===== src/rtl/ikaopll_dac_acc_seq_if.sv =====
// Bus bundle for the accumulation-DAC sequencer: phi1 tick inputs, DAC word,
// volumes, sample handshake and status.
interface ikaopll_dac_acc_seq_if;
  logic       i_phi1_NCEN_n;
  logic       i_CYCLE_00;
  logic       i_DAC_EN_MO;
  logic       i_DAC_EN_RO;
  logic [8:0] i_SNDDATA;
  logic [4:0] i_MOVOL;
  logic [4:0] i_ROVOL;
  logic [15:0] o_SAMPLE;
  logic       o_SAMPLE_VALID;
  logic       i_SAMPLE_READY;
  logic [4:0] o_SLOT;
  logic [2:0] o_STATUS;
  logic       i_STATUS_CLR;

  modport master (
    output i_phi1_NCEN_n, i_CYCLE_00, i_DAC_EN_MO, i_DAC_EN_RO, i_SNDDATA,
           i_MOVOL, i_ROVOL, i_SAMPLE_READY, i_STATUS_CLR,
    input  o_SAMPLE, o_SAMPLE_VALID, o_SLOT, o_STATUS
  );

  modport slave (
    input  i_phi1_NCEN_n, i_CYCLE_00, i_DAC_EN_MO, i_DAC_EN_RO, i_SNDDATA,
           i_MOVOL, i_ROVOL, i_SAMPLE_READY, i_STATUS_CLR,
    output o_SAMPLE, o_SAMPLE_VALID, o_SLOT, o_STATUS
  );
endinterface


===== src/rtl/ikaopll_dac_acc_seq.sv =====
// Accumulation-DAC sequencer: tracks the 18-slot phi1 cycle, accumulates
// volume-scaled MO/RO contributions and emits one saturated sample per frame.
module ikaopll_dac_acc_seq #(
  parameter int SLOTS = 18,
  parameter int ACC_W = 20,
  parameter int SHIFT = 2
) (
  input logic                   i_EMUCLK,
  input logic                   i_RST,
  ikaopll_dac_acc_seq_if.slave  bus
);

  localparam logic [0:0] ST_SYNC = 1'b0;
  localparam logic [0:0] ST_RUN  = 1'b1;
  localparam logic [4:0] LAST_SLOT = 5'(SLOTS - 1);
  localparam int SW = ACC_W + SHIFT;
  localparam logic signed [SW-1:0] P_MAX = SW'(32767);
  localparam logic signed [SW-1:0] P_MIN = SW'(-32768);

  logic [0:0]              r_state;
  logic [4:0]              r_slot;
  logic signed [ACC_W-1:0] r_acc;
  logic [15:0]             r_sample;
  logic                    r_valid;
  logic [2:0]              r_status;

  logic signed [8:0]       w_v;
  logic signed [4:0]       w_vol;
  logic                    w_en;
  logic signed [13:0]      w_prod;
  logic signed [ACC_W-1:0] w_c;
  logic [4:0]              w_cur;
  logic signed [SW-1:0]    w_shifted;
  logic [15:0]             w_sat;
  logic                    w_clamp;
  logic                    w_tick;
  logic                    w_run;
  logic                    w_close;
  logic                    w_emit;
  logic [2:0]              w_evt;

  // Sign-magnitude to two's complement: negative words map to -(mag+1).
  assign w_v = bus.i_SNDDATA[8] ? {1'b1, ~bus.i_SNDDATA[7:0]}
                                : {1'b0, bus.i_SNDDATA[7:0]};

  always_comb begin
    w_vol = bus.i_DAC_EN_RO ? bus.i_ROVOL : bus.i_MOVOL;
    w_en  = bus.i_DAC_EN_RO | bus.i_DAC_EN_MO;
  end

  assign w_prod = $signed({{5{w_v[8]}}, w_v}) * $signed({{9{w_vol[4]}}, w_vol});
  assign w_c    = w_en ? {{(ACC_W-14){w_prod[13]}}, w_prod} : '0;

  assign w_tick = ~bus.i_phi1_NCEN_n;
  assign w_run  = (r_state == ST_RUN);
  assign w_cur  = (bus.i_CYCLE_00 || r_slot == LAST_SLOT) ? 5'd0 : r_slot + 5'd1;

  assign w_shifted = $signed({r_acc, {SHIFT{1'b0}}});

  always_comb begin
    w_clamp = 1'b0;
    w_sat   = w_shifted[15:0];
    if (w_shifted > P_MAX) begin
      w_sat   = 16'h7FFF;
      w_clamp = 1'b1;
    end else if (w_shifted < P_MIN) begin
      w_sat   = 16'h8000;
      w_clamp = 1'b1;
    end
  end

  // A slot-0 boundary only closes a frame when slot 17 meets the cycle-0 marker.
  assign w_close = w_tick & w_run & (w_cur == 5'd0);
  assign w_emit  = w_close & (r_slot == LAST_SLOT) & bus.i_CYCLE_00;
  assign w_evt   = {w_close & ~w_emit,
                    w_emit & r_valid & ~bus.i_SAMPLE_READY,
                    w_emit & w_clamp};

  always_ff @(posedge i_EMUCLK) begin
    if (i_RST) begin
      r_state  <= ST_SYNC;
      r_slot   <= '0;
      r_acc    <= '0;
      r_sample <= '0;
      r_valid  <= 1'b0;
      r_status <= '0;
    end else begin
      if (w_tick) begin
        if (!w_run) begin
          if (bus.i_CYCLE_00) begin
            r_state <= ST_RUN;
            r_slot  <= '0;
            r_acc   <= w_c;
          end
        end else begin
          r_slot <= w_cur;
          r_acc  <= (w_cur != 5'd0) ? r_acc + w_c : w_c;
        end
      end
      if (w_emit) begin
        r_sample <= w_sat;
        r_valid  <= 1'b1;
      end else if (r_valid && bus.i_SAMPLE_READY) begin
        r_valid <= 1'b0;
      end
      r_status <= w_evt | (bus.i_STATUS_CLR ? 3'b000 : r_status);
    end
  end

  assign bus.o_SAMPLE       = r_sample;
  assign bus.o_SAMPLE_VALID = r_valid;
  assign bus.o_SLOT         = r_slot;
  assign bus.o_STATUS       = r_status;

endmodule


===== src/flat_wrapper.sv =====
// flat-port wrapper written by rule: the top's interface ports become plain ports
module ikaopll_dac_acc_seq_flat 
#(
  parameter int SLOTS = 18,
  parameter int ACC_W = 20,
  parameter int SHIFT = 2
)
  (i_EMUCLK, i_RST, bus_i_phi1_NCEN_n, bus_i_CYCLE_00, bus_i_DAC_EN_MO, bus_i_DAC_EN_RO, bus_i_SNDDATA, bus_i_MOVOL, bus_i_ROVOL, bus_i_SAMPLE_READY, bus_i_STATUS_CLR, bus_o_SAMPLE, bus_o_SAMPLE_VALID, bus_o_SLOT, bus_o_STATUS);
  ikaopll_dac_acc_seq_if bus_i ();
  input logic i_EMUCLK;
  input logic i_RST;
  input wire logic [$bits(bus_i.i_phi1_NCEN_n)-1:0] bus_i_phi1_NCEN_n;
  input wire logic [$bits(bus_i.i_CYCLE_00)-1:0] bus_i_CYCLE_00;
  input wire logic [$bits(bus_i.i_DAC_EN_MO)-1:0] bus_i_DAC_EN_MO;
  input wire logic [$bits(bus_i.i_DAC_EN_RO)-1:0] bus_i_DAC_EN_RO;
  input wire logic [$bits(bus_i.i_SNDDATA)-1:0] bus_i_SNDDATA;
  input wire logic [$bits(bus_i.i_MOVOL)-1:0] bus_i_MOVOL;
  input wire logic [$bits(bus_i.i_ROVOL)-1:0] bus_i_ROVOL;
  input wire logic [$bits(bus_i.i_SAMPLE_READY)-1:0] bus_i_SAMPLE_READY;
  input wire logic [$bits(bus_i.i_STATUS_CLR)-1:0] bus_i_STATUS_CLR;
  output wire logic [$bits(bus_i.o_SAMPLE)-1:0] bus_o_SAMPLE;
  output wire logic [$bits(bus_i.o_SAMPLE_VALID)-1:0] bus_o_SAMPLE_VALID;
  output wire logic [$bits(bus_i.o_SLOT)-1:0] bus_o_SLOT;
  output wire logic [$bits(bus_i.o_STATUS)-1:0] bus_o_STATUS;
  assign bus_i.i_phi1_NCEN_n = bus_i_phi1_NCEN_n;
  assign bus_i.i_CYCLE_00 = bus_i_CYCLE_00;
  assign bus_i.i_DAC_EN_MO = bus_i_DAC_EN_MO;
  assign bus_i.i_DAC_EN_RO = bus_i_DAC_EN_RO;
  assign bus_i.i_SNDDATA = bus_i_SNDDATA;
  assign bus_i.i_MOVOL = bus_i_MOVOL;
  assign bus_i.i_ROVOL = bus_i_ROVOL;
  assign bus_i.i_SAMPLE_READY = bus_i_SAMPLE_READY;
  assign bus_i.i_STATUS_CLR = bus_i_STATUS_CLR;
  assign bus_o_SAMPLE = bus_i.o_SAMPLE;
  assign bus_o_SAMPLE_VALID = bus_i.o_SAMPLE_VALID;
  assign bus_o_SLOT = bus_i.o_SLOT;
  assign bus_o_STATUS = bus_i.o_STATUS;
  ikaopll_dac_acc_seq #(.SLOTS(SLOTS), .ACC_W(ACC_W), .SHIFT(SHIFT)) u_core (.i_EMUCLK(i_EMUCLK), .i_RST(i_RST), .bus(bus_i));
endmodule

===== config.mk =====
export PLATFORM = sky130hd
export DESIGN_NAME = ikaopll_dac_acc_seq_flat
export DESIGN_NICKNAME = d
export VERILOG_FILES = /design/src/rtl/ikaopll_dac_acc_seq_if.sv /design/src/rtl/ikaopll_dac_acc_seq.sv /design/src/flat_wrapper.sv
export SDC_FILE = /design/constraint.sdc
export NUM_CORES = 1
export LEC_CHECK = 0
export ABC_AREA = 1
export CAP_MARGIN = 20
export CORE_MARGIN = 1
export CORE_UTILIZATION = 60
export CTS_BUF_LIST = sky130_fd_sc_hd__clkbuf_4 sky130_fd_sc_hd__clkbuf_8
export CTS_CLUSTER_SIZE = 24
export DETAILED_ROUTE_END_ITERATION = 8
export GPL_TIMING_DRIVEN = 0
export PLACE_DENSITY = 0.9
export SETUP_SLACK_MARGIN = 0.1
export SLEW_MARGIN = 5
export SYNTH_ARGS = -nofsm -noshare
export SYNTH_HDL_FRONTEND = slang
export SYNTH_SLANG_ARGS = --single-unit

===== constraint.sdc =====
create_clock -name i_EMUCLK -period 6.2 [get_ports i_EMUCLK]
set_clock_uncertainty 0.05 [all_clocks]
set_input_delay 0.62 -clock i_EMUCLK [delete_from_list [all_inputs] [get_ports i_EMUCLK]]
set_output_delay 0.62 -clock i_EMUCLK [all_outputs]
set_load 0.02 [all_outputs]

==> flow_metrics.env <==
export IMPL_h_tree_depth=2
export IMPL_synth_warnings=0
export IMPL_clkLatencyLatePin_ns=0.30
export IMPL_finalCoreUtilization_pct=72.76
export IMPL_syn_inst=812
export IMPL_ios=52
export IMPL_r2r_cells=14
export IMPL_port_buffers=48
export IMPL_grt_overflow_total=0
export IMPL_synth_distinct_cells=38
export IMPL_combPwrFrac_pct=74.5
export IMPL_drv_slew=0
export IMPL_cts_tree="built"
export IMPL_ant_nets=0
export IMPL_fin_setup_tns_ns=0
export IMPL_drc=0
export IMPL_cp_required_ns=6.33
export IMPL_ctsLongestPathBuffers=2
export IMPL_r2r_slack_ns=3.84
export IMPL_setup_viol=0
export IMPL_hold_depth=2
export IMPL_period_minus_slack_ns=5.905
export IMPL_ir_drop_mv=0.1755
export IMPL_cap_violations=0
export IMPL_drt_pre_antenna_iters=6
export IMPL_grt_total_usage_pct=32.10
export IMPL_grt_max_degree=15
export IMPL_place_gp_congestion=0.9696
export IMPL_grt_pass1_wl_mm=22.80
export IMPL_status="completed"
export IMPL_synth_top_area_share_pct=17.41
export IMPL_vias_per_cell=5.426
export IMPL_use_met2_pct=53.72
export IMPL_drive_gt1_share_pct=8.381
export IMPL_coreArea_um2=8299
export IMPL_ys_seq_area_share_pct=17.41
export IMPL_netlist_top_cells_area="dfxtp_1 (17%), nand2_1 (13%), fa_1 (12%), inv_1 (11%), ha_1 (11%)"
export IMPL_timing_fmax_mhz=169.4
export IMPL_layout_common_cells="nand2_1 (176), inv_1 (149), nor2_1 (112)"
export IMPL_fin_nets=971
export IMPL_critPathSlowestCell="fa_1"
export IMPL_crit_type="in2reg"
export IMPL_cts_buffers=5
export IMPL_chipWidth_um=94.87
export IMPL_cpMostUsedCell="nand2_1"
export IMPL_max_slew_margin_pct=61.51
export IMPL_num_rows=33
export IMPL_cp_arrival_ns=6.03
export IMPL_end_kind="register"
export IMPL_power_leakage_nw=3.137
export IMPL_grt_util_met1_pct=43.83
export IMPL_rsz0062_at_grt="yes"
export IMPL_area_delta_synth_final_pct=16.68
export IMPL_n_fill_cell=687
export IMPL_grt_pass1_vias=4960
export IMPL_power_frac_seq_pct=16.3
export IMPL_crit_path_max_fanout=5
export IMPL_grt_busiest_layer="met2"
export IMPL_die_h_um=94.87
export IMPL_dieArea_um2=9000
export IMPL_drt_wl_total_mm=13.93
export IMPL_fin_cells=976
export IMPL_internal_power_w=0.0009725
export IMPL_synth_nets=913
export IMPL_grtUsageMet3_pct=3.865
export IMPL_period_share_pct=95.24
export IMPL_antenna_found_initial=0
export IMPL_ctsRootBufferMaster="clkbuf_8"
export IMPL_placed_cells=965
export IMPL_routedWlPerCell_um=14.27
export IMPL_hp_start="u_core.bus.o_STATUS[1]$_SDFF_PP0_"
export IMPL_swShare_pct=54.20
export IMPL_clk_pin_slew_worst_paths_ns=0.09
export IMPL_syn_area_um2=5175
export IMPL_r2r_end="u_core.r_acc[12]$_SDFFE_PP0P_"
export IMPL_slowest_delay_ns=0.54
export IMPL_power_density_nw_per_um2=351.6
export IMPL_hold_path_end="u_core.bus.o_STATUS[1]$_SDFF_PP0_"
export IMPL_initial_core_util_pct=62.35
export IMPL_clock_sinks=45
export IMPL_switching_power_w=0.001151
export IMPL_synth_seq_cells=45
export IMPL_final_common_cell="nand2_1"
export IMPL_hp_class="reg2reg"
export IMPL_r2r_start="u_core.r_acc[0]$_SDFFE_PP0P_"
export IMPL_power_total_w=0.002123
export IMPL_via_count=5296
export IMPL_holdBufCountCts=0
export IMPL_yosysTopAreaCell="dfxtp_1"
export IMPL_clock_power_share_pct=9.2
export IMPL_drt_initial_drc_count=311
export IMPL_n_antenna_cell=0
export IMPL_hold_violations=0
export IMPL_cp_start_kind="input port"
export IMPL_dp_hpwl_mm=11.27
export IMPL_tightest_slew_ns=0.5698
export IMPL_syn_avg_cell_area_um2=6.373
==> cell usage after synthesis <==
cell type  number
inv_1         149
nand3b_1        2
nor2_1        118
a21oi_1        50
o41ai_2         1
o211ai_1        4
fa_1           30
nand2_4         1
inv_2           4
xnor2_1        13
a21o_1          3
a221oi_1        1
a41oi_1         1
and2_1          2
dfxtp_1        45
clkbuf_1       10
o21bai_1        5
nor2_4          2
o21ai_0        27
a21oi_2         1
xor2_1          4
nor2_2         10
or2_2           7
mux2i_1         4
buf_6           2
and3_1          1
nor3_1          5
buf_4           1
nand3_1        58
a31oi_1         1
nand3_2         3
and3_4          1
nand2_1       178
ha_1           44
o21ai_1        10
nand4_1         7
clkinv_1        2
buf_2           5
==> sequential cells by signal (all words and copies together) (netlist names) <==
signal	count
u_core.bus.o_SLOT	5
u_core.r_acc	20
u_core.bus.o_STATUS	3
u_core.bus.o_SAMPLE	15
u_core.r_state	1
u_core.bus.o_SAMPLE_VALID	1
==> through the flow <==
step           area [µm²]  setup slack (ns)  hold slack (ns)
6_report             6038            0.2952           0.4127
5_1_grt              6038           -0.1021           0.4341
4_1_cts              5904            0.1191           0.4169
3_5_place_dp         5787           -0.4991           0.4039
3_3_place_gp         5787           -0.3132           0.4028
2_1_floorplan        5175            0.4306           0.4126
==> critical path: cells and delay by family <==
| family | cells | cell delay (ns) |
|---|---|---|
| xor+xnor | 1 | 0.17 |
| simple gates | 13 | 1.58 |
| buf+inv | 5 | 0.78 |
| fa+ha+maj | 5 | 2.32 |
| compound gates | 3 | 0.56 |
==> cells by family (layout without fill, tap and decap cells) <==
family	after synthesis	count (layout)	synth area share [%]
XOR/XNOR	17	17	2.877
AND/OR/NAND/NOR	395	395	32.57
adder cells (fa/ha/maj)	74	74	22.24
buffers and inverters	173	232	13.03
multiplexers	4	4	0.7737
flip-flops	45	45	17.41
AO/OA/AOI/OAI	104	104	11.10
==> layer usage <==
metal	vias to the layer above	routed length (µm)	part of all wire, %
li1	2641	-	-
met1	2437	6361	46
met2	188	6490	47
met3	30	823	5.9
met4	0	257	1.8
met5	-	0	0
==> final cells by class <==
| cell class | instances | area, µm² | share of cell area [%] |
|---|---|---|---|
| Multi-Input combinational cell | 594 | 3731 | 61.79 |
| Sequential cell | 45 | 900.9 | 14.92 |
| Inverter | 155 | 581.8 | 9.635 |
| Timing Repair Buffer | 51 | 503.0 | 8.330 |
| Tap cell | 105 | 131.4 | 2.176 |
| Buffer | 18 | 93.84 | 1.554 |
| Clock buffer | 6 | 82.58 | 1.368 |
| Clock inverter | 2 | 13.76 | 0.2279 |
==> worst max path at each step <==
stage	from	to	cells after the start
final	bus_i_SNDDATA[4]	u_core.r_acc[17]$_SDFFE_PP0P_	27
after global routing	bus_i_SNDDATA[0]	u_core.r_acc[17]$_SDFFE_PP0P_	26
after CTS	bus_i_DAC_EN_RO	u_core.r_acc[19]$_SDFFE_PP0P_	30
after detailed placement	bus_i_ROVOL[4]	u_core.r_acc[19]$_SDFFE_PP0P_	30
after global placement	bus_i_ROVOL[4]	u_core.r_acc[19]$_SDFFE_PP0P_	27
after floorplan	bus_i_DAC_EN_RO	u_core.r_acc[19]$_SDFFE_PP0P_	30
==> what timing repair did <==
item / CTS / global route
resized for setup: 6 / 24
setup buffers: 0 / 3
setup endpoints to repair: 9 / 11
pin swaps: 0 / 2
==> power by group through the flow <==
stage,Sequential [W],Combinational (W),Clock (W)
floorplan,0.000339,0.00117,0
global placement,0.000349,0.00145,0
detailed placement,0.000350,0.00149,0
CTS,0.000344,0.00151,0.000193
global route,0.000348,0.00179,0.000205
finish,0.000346,0.00158,0.000195
Note: power is estimated with default switching activity, not from simulation.
